<file path="src/rtl/mux_4in_rr_arbiter.sv">
// rtl/mux_4in_rr_arbiter.sv - 4-requester round-robin arbiter driving a registered 4:1 bit mux
// Optional HOLD_TIMEOUT_EN: caps a single owner at HOLD_MAX consecutive grant cycles while others wait.
module mux_4in_rr_arbiter #(
    parameter int HOLD_MAX = 8
) (
    input  logic       clk,
    input  logic       rst,
    input  logic [3:0] req,
    input  logic [3:0] I,
    output logic [3:0] gnt,
    output logic [1:0] sel,
    output logic       Q,
    output logic       valid
);

    typedef enum logic {
        IDLE  = 1'b0,
        GRANT = 1'b1
    } state_t;

    state_t     state;
    logic [1:0] last;

    if (HOLD_MAX < 2 || HOLD_MAX > 255) begin : g_bad_hold_max
        $error("HOLD_MAX must be within 2..255");
    end

    // Rotate requests so bit 0 is the requester right after the last winner.
    logic [7:0] req_twice;
    logic [2:0] rot_amount;
    logic [3:0] req_rot;
    logic [1:0] rot_offset;
    logic       rr_any;
    logic [1:0] rr_winner;

    always_comb begin
        req_twice  = {req, req};
        rot_amount = {1'b0, last} + 3'd1;
        req_rot    = 4'(req_twice >> rot_amount);
        rr_any     = |req;
        rot_offset = 2'd0;
        casez (req_rot)
            4'b???1: rot_offset = 2'd0;
            4'b??10: rot_offset = 2'd1;
            4'b?100: rot_offset = 2'd2;
            4'b1000: rot_offset = 2'd3;
            default: rot_offset = 2'd0;
        endcase
        rr_winner = last + 2'd1 + rot_offset;
    end

    logic owner_req;
    logic data_ok;

    assign owner_req = req[sel];
    assign data_ok   = (state == GRANT) && owner_req;

    logic timeout;

`ifdef HOLD_TIMEOUT_EN
    localparam logic [7:0] HOLD_LAST = 8'(HOLD_MAX - 1);
    logic [7:0] hold_cnt;
    logic       others_waiting;

    assign others_waiting = |(req & ~gnt);
    assign timeout        = (state == GRANT) && (hold_cnt == HOLD_LAST) && others_waiting;
`else
    assign timeout = 1'b0;
`endif

    always_ff @(posedge clk) begin
        if (rst) begin
            state <= IDLE;
            gnt   <= 4'b0000;
            sel   <= 2'b00;
            last  <= 2'b11;
            Q     <= 1'b0;
            valid <= 1'b0;
`ifdef HOLD_TIMEOUT_EN
            hold_cnt <= 8'd0;
`endif
        end else begin
            valid <= data_ok;
            Q     <= data_ok & I[sel];

            case (state)
                IDLE: begin
                    if (rr_any) begin
                        state <= GRANT;
                        gnt   <= 4'b0001 << rr_winner;
                        sel   <= rr_winner;
                        last  <= rr_winner;
`ifdef HOLD_TIMEOUT_EN
                        hold_cnt <= 8'd0;
`endif
                    end
                end
                GRANT: begin
                    // last equals sel here, so the owner is searched last and only wins when alone.
                    if (!owner_req || timeout) begin
                        if (rr_any) begin
                            gnt  <= 4'b0001 << rr_winner;
                            sel  <= rr_winner;
                            last <= rr_winner;
`ifdef HOLD_TIMEOUT_EN
                            hold_cnt <= 8'd0;
`endif
                        end else begin
                            state <= IDLE;
                            gnt   <= 4'b0000;
`ifdef HOLD_TIMEOUT_EN
                            hold_cnt <= 8'd0;
`endif
                        end
                    end else begin
`ifdef HOLD_TIMEOUT_EN
                        if (hold_cnt != HOLD_LAST) begin
                            hold_cnt <= hold_cnt + 8'd1;
                        end
`endif
                    end
                end
                default: begin
                    state <= IDLE;
                    gnt   <= 4'b0000;
                end
            endcase
        end
    end

endmodule

</file>
<file path="config.mk">
export PLATFORM = sky130hd
export DESIGN_NAME = mux_4in_rr_arbiter
export DESIGN_NICKNAME = d
export VERILOG_FILES = /design/src/rtl/mux_4in_rr_arbiter.sv
export SDC_FILE = /design/constraint.sdc
export NUM_CORES = 1
export LEC_CHECK = 0
export ABC_AREA = 1
export BUFFER_PORTS_ARGS = -buffer_cell sky130_fd_sc_hd__buf_2
export CAP_MARGIN = 30
export CORE_MARGIN = 1.5
export CORE_UTILIZATION = 40
export DETAILED_ROUTE_END_ITERATION = 10
export GPL_TIMING_DRIVEN = 0
export PLACE_DENSITY_LB_ADDON = 0.15
export SLEW_MARGIN = 20
export SYNTH_ARGS = -nofsm -noshare
export SYNTH_HDL_FRONTEND = slang
export SYNTH_SLANG_ARGS = --single-unit
</file>
<file path="constraint.sdc">
create_clock -name clk -period 2.4 [get_ports clk]
set_input_delay 0.12 -clock clk [delete_from_list [all_inputs] [get_ports clk]]
set_output_delay 0.12 -clock clk [all_outputs]
set_load 0.01 [all_outputs]
</file>
## Word-level counts from Yosys, hierarchy flattened

Index checks and enable logic that the tools add are counted.

- Logic and storage cells: 40
- Output and inout bits: 8
- Flip-flop bits (word level): 11
- Bits of input ports: 10

- Equality and inequality tests: 5
- Shift-type cells: 2
- Add/subtract/negate cells: 3
- Bitwise logic cells: 2
- Mux-type cells: 18
- Reductions and logical operators: 3
- Magnitude comparators: 1

Operators with widths:

| operator | number |
|---|---|
| 2-to-1 mux 4 bit | 3 |
| 2-to-1 mux 2 bit | 4 |
| case mux 2 bit (2 select lines) | 2 |
| case mux 4 bit (2 select lines) | 1 |
| >> shifter 8 x 3 -> 4 bit | 1 |
| case mux 2 bit (3 select lines) | 1 |
| binary-select mux 1 bit (select 2 bit) | 2 |
| == test 4 bit (second input constant) | 1 |
| 2-to-1 mux 1 bit | 4 |
| inequality test 2 bit (second input constant) | 2 |
| OR reduction 4 bit | 1 |
| << shifter 1 x 2 -> 4 bit (first input constant) | 1 |
| adder 2 x 1 -> 3 bit (second input constant) | 1 |
| == test 3 bit (second input constant) | 1 |
| < comparator 2 x 3 -> 1 bit (second input constant) | 1 |
| adder 2 x 1 -> 2 bit (second input constant) | 1 |
| adder 2 bit | 1 |
| == test 2 bit (second input constant) | 1 |
| case mux 1 bit (2 select lines) | 1 |
| AND reduction 2 bit | 1 |
| AND 1 bit | 1 |
| logical AND 1 bit | 1 |
| NOT 1 bit | 1 |

## Longest topological paths before layout

- Depth in word-level cells: 9
- Gate-level depth with buffers: 13
- Depth with buffers taken out: 13

## Least setup slack after synthesis

OpenSTA, ideal clock, no wires.

- Path kind: register to register
- Start point: register last[1]
- End point: register gnt[0]
- Library setup time: 0.133 ns
- Cell stages (with the launch flop): 14
- Data required time: 2.267 ns
- Arrival: 1.693 ns
- Path slack: 0.574 ns
- Buffers on the path: 1
- Period minus slack after synthesis: 1.826 ns
- Path through: dfxtp_1 buf_4 inv_1 nand3_1 nand2_2 a21oi_1 o21ai_0 ha_1 xor2_1 inv_1 nand3_4 nand2_2 nand2_1 a21oi_2

- Longest elaborated chain between the ends: 9
- Elaborated cells on any way between the ends: 13
- Those cells by class: 3 x add/sub; 3 x eq/ne; 2 x shift; 5 x mux

Ends and longest elaborated chain:

| element | line | source |
|---|---|---|
| from (decl) | 22 | `logic [1:0] last;` |
| from (signal assigned) | 92 | `last <= rr_winner;` |
| from (signal assigned) | 104 | `last <= rr_winner;` |
| adder 2 x 1 -> 3 bit | 38 | `rot_amount = {1'b0, last} + 3'd1;` |
| >> shifter 8 x 3 -> 4 bit | 39 | `req_rot = 4'(req_twice >> rot_amount);` |
| == test 4 bit (tied with other cells) | 42 | `casez (req_rot)` |
| case mux 2 bit (3 select lines) | 42 |  |
| adder 2 bit * | 49 | `rr_winner = last + 2'd1 + rot_offset;` |
| << shifter 1 x 2 -> 4 bit * | 90, 102 |  |
| 2-to-1 mux 4 bit | 101 | `if (rr_any) begin` |
| 2-to-1 mux 4 bit | 100 | `if (!owner_req \|\| timeout) begin` |
| case mux 4 bit (2 select lines) * | 86 | `case (state)` |
| to (signal assigned) | 90 | `gnt <= 4'b0001 << rr_winner;` |
| to (signal assigned) | 102 | `gnt <= 4'b0001 << rr_winner;` |
| to (decl) | 10 | `output logic [3:0] gnt,` |

Mark *: on every way between the ends. The rest lies on a longest branch, timed or not. The select of a mux whose other input is x is not followed.
A chain may end at the register's enable or synchronous reset.

## Worst setup path after layout

- Start point: register last[0]
- End point: register gnt[0]

The elaborated chain is that of the path after synthesis.

==> impl_metrics.csv <==
group,metric,value,unit
logic_synthesis,ys_seq_elements,11,
critical_path,reg2reg_from,"last[0]",
final_layout,syn2layout_area_growth,18.7,%
floorplan,num_rows,14,
placement,pre_cts_ws,0.393,ns
critical_path,cp.required,2.54,ns
min_path,worstHoldPathType,"primary input to flop",
logic_synthesis,synth_cell_type_count,22,
final_layout,fin_nets,133,
floorplan,num_io_pins,18,
logic_synthesis,syn_area_per_cell,7.03,sq um
sta,skew,0.00183,ns
final_layout,final_core_util,52.9,%
logic_synthesis,yosysMostFrequentCell,"nand2_1",
final_layout,drive_above_1_share,34.7,%
placement,dp_hpwl,1.05,mm
logic_synthesis,synthArstFlopShare,0,%
floorplan,core_area,1580,sq um
critical_path,reg2reg_depth,13,
min_path,holdPathEnd,"last[0]",
clock_tree,cts_tree,"done",
sta,max_freq,500,MHz
logic_synthesis,synth_edf_count,0,
clock_tree,clk_latency,0.27,ns
sta,drv_slew,0,
power,p_leak,0.443,nW
clock_tree,hold_buffers,0,
logic_synthesis,synth_flop_cell,"dfxtp_1",
power,vdd_drop_max,0.497,mV
critical_path,criticalPathCategory,"flop to flop",
final_layout,n_antenna_cell,0,
sta,layout_min_cycle_time,2.00,ns
logic_synthesis,syn_nets,111,
placement,place_congestion,0.807,
sta,tns,0,ns
critical_path,cp_num_buf_inv,2,
critical_path,cp-start-kind,"flop",
sta,hold_viol,0,
clock_tree,postCtsSetupRepairBufs,0,
sta,fin_ws,0.401,ns
route,firstDrtPassIters,4,
logic_synthesis,synthTopCellsByCount,"25 x nand2_1, 11 x dfxtp_1, 11 x inv_1, 11 x nand3_1, 6 x nor2_1",
sta,rsz0062_at_grt,"false",
sta,slew_headroom,68.3,%
sta,setup_violations,0,
critical_path,r2r_slack,0.40,ns
clock_tree,clkTransAtPathRegs,0.07,ns
clock_tree,cts_root_buffer,"clkbuf_4",
route,vias,639,
critical_path,timing.rr.end,"gnt[0]",
critical_path,crit_path_cell_trace,"inv_2, nand2_1, nand3_1, nand2_2, a21oi_1, o21ai_0, ha_1, xor2_1, inv_1, nand3_4, nand2_2, nand2_1, a21oi_2",
sta,worst_pin_slew,0.476,ns
floorplan,die_y,44.9,um
clock_tree,cts_buffer_depth,2,
logic_synthesis,syn-instance-count,100,
floorplan,dieArea,2020,sq um
flow_run,drv_cap,0,
grt,grt_pass1_vias,578,
logic_synthesis,netlist_top_cells_area,"dfxtp_1 31%, nand2_1 13%, nand3_1 7.8%, nand2_4 6.4%, inv_1 5.9%",
logic_synthesis,yosys_warnings,0,
route,wl_per_cell,9.65,um
route,drt_wl_total,1.32,mm
grt,grt_pass1_wl,2.37,mm
logic_synthesis,yosys.area.top_type,"dfxtp_1",
grt,gr-total-overflow,0,
grt,antenna_found_initial,0,
min_path,hold_start,"rst",
route,remaining_drc_errors,0,
critical_path,cpPeakStageDelay,0.42,ns
logic_synthesis,yosys.area.top_type_share,31.3,%
critical_path,crit_family,"simple AND/OR/NAND/NOR gates",
critical_path,cp.arrival,2.14,ns
logic_synthesis,syn_area,703,sq um
critical_path,end_kind,"flop",
min_path,worstHoldPathCells,2,
floorplan,start_util,44.6,%
placement,port_buffers,17,
critical_path,cp_max_fo,6,
clock_tree,clock-sinks,11,
route,drtIter0Drc,18,
logic_synthesis,ys_seq_area_share,31.3,%
critical_path,crit_slowest_cell,"dfxtp_1",
route,avgViaCountPerCell,4.66,
clock_tree,ctsResizeCount,0,
power,p_per_area,1280,nW/um^2
clock_tree,cts_buffers,3,
clock_tree,h-tree-depth,1,
floorplan,fp.dieW,44.9,um
grt,grt_start_max_net_pins,11,
sta,layout_worst_path_cycle_share,83.3,%
route,ant_nets,0,
outcome,status,"completed",
grt,grt_use_total,16.1,%
-- per-stage QoR --
stage | cell area [sq um] | hold slack (ns) | std cells | power, mW
final | 835 | 0.0552 | 137 | 1.07
after global routing | 835 | 0.0550 | 137 | 1.18
after CTS | 835 | 0.0546 | 137 | 1.08
after detailed placement | 808 | 0.338 | 133 | 0.949
after global placement | 808 | 0.325 | 133 | 0.941
after floorplan | 703 | 0.219 | 100 | 0.826
-- where the power goes --
group	switching (mW)	leakage (nW)	internal (mW)
sequential	0.0398	0.0908	0.237
clock	0.0620	0.0150	0.0643
combinational	0.411	0.337	0.253
-- flip-flops by register name, summed over array words and instances, names as in the netlist --
name and count:
state 1, sel 2, valid 1, last 2, gnt 4, Q 1
-- final cells by class --
cell class	count	area, sq um
Timing Repair Buffer	17	85.1
Multi-Input combinational cell	72	410
Clock buffer	4	26.3
Buffer	2	11.3
Sequential cell	11	220
Inverter	15	61.3
Fill cell	191	742
Tap cell	16	20.0
-- worst register-to-register path, delay by kind of cell, from the launching register on --
| family | cells | cell delay (ns) |
|---|---|---|
| flops | 1 | 0.42 |
| fa+ha+maj | 1 | 0.18 |
| xor+xnor | 1 | 0.27 |
| compound gates | 3 | 0.25 |
| buf+inv | 2 | 0.21 |
| simple gates | 6 | 0.54 |
-- per-layer routing --
| layer | vias up | GRT usage (%) | wire length, um |
|---|---|---|---|
| met2 | 10 | 24.0 | 605 |
| li1 | 360 | - | - |
| met4 | 0 | 7.06 | 8 |
| met3 | 2 | 3.60 | 36 |
| met5 | - | 0 | 0 |
| met1 | 267 | 22.1 | 671 |
-- worst max path at each step --
| stage | from | to | slack [ns] | cells past startpoint |
|---|---|---|---|---|
| after floorplan | last[1] | gnt[0] | 0.57 | 13 |
| after detailed placement | last[0] | gnt[0] | 0.39 | 13 |
| after global routing | last[0] | gnt[0] | 0.13 | 13 |
| after global placement | last[0] | gnt[0] | 0.42 | 13 |
| final | last[0] | gnt[0] | 0.40 | 13 |
| after CTS | last[0] | gnt[0] | 0.38 | 13 |
-- cell families (layout without fill, tap and decap cells) --
group,count (synthesis),count (layout),synth area share (%)
AOI/OAI and AO/OA,13,13,12.1
adders and majority gates,1,1,1.78
buffers and inverters,17,38,10.3
and+or+nand+nor,57,57,43.2
xor gates and xnor gates,1,1,1.25
DFF,11,11,31.3
-- placed cells by master (no fill, tap or decap) --
cell,count
inv_2,3
clkinv_4,1
buf_2,17
nand3_4,1
ha_1,1
dfxtp_1,11
nand3_2,2
a21oi_1,4
nor2_2,2
a211oi_1,2
xor2_1,1
buf_4,1
o21ai_0,3
nand2_1,25
a211o_1,1
nand2_2,5
nand3_1,11
inv_1,11
clkbuf_4,3
clkbuf_1,2
nand4_1,1
a21oi_2,3
nand2_4,4
nor2_1,6
(Power assumes the default switching activity.)
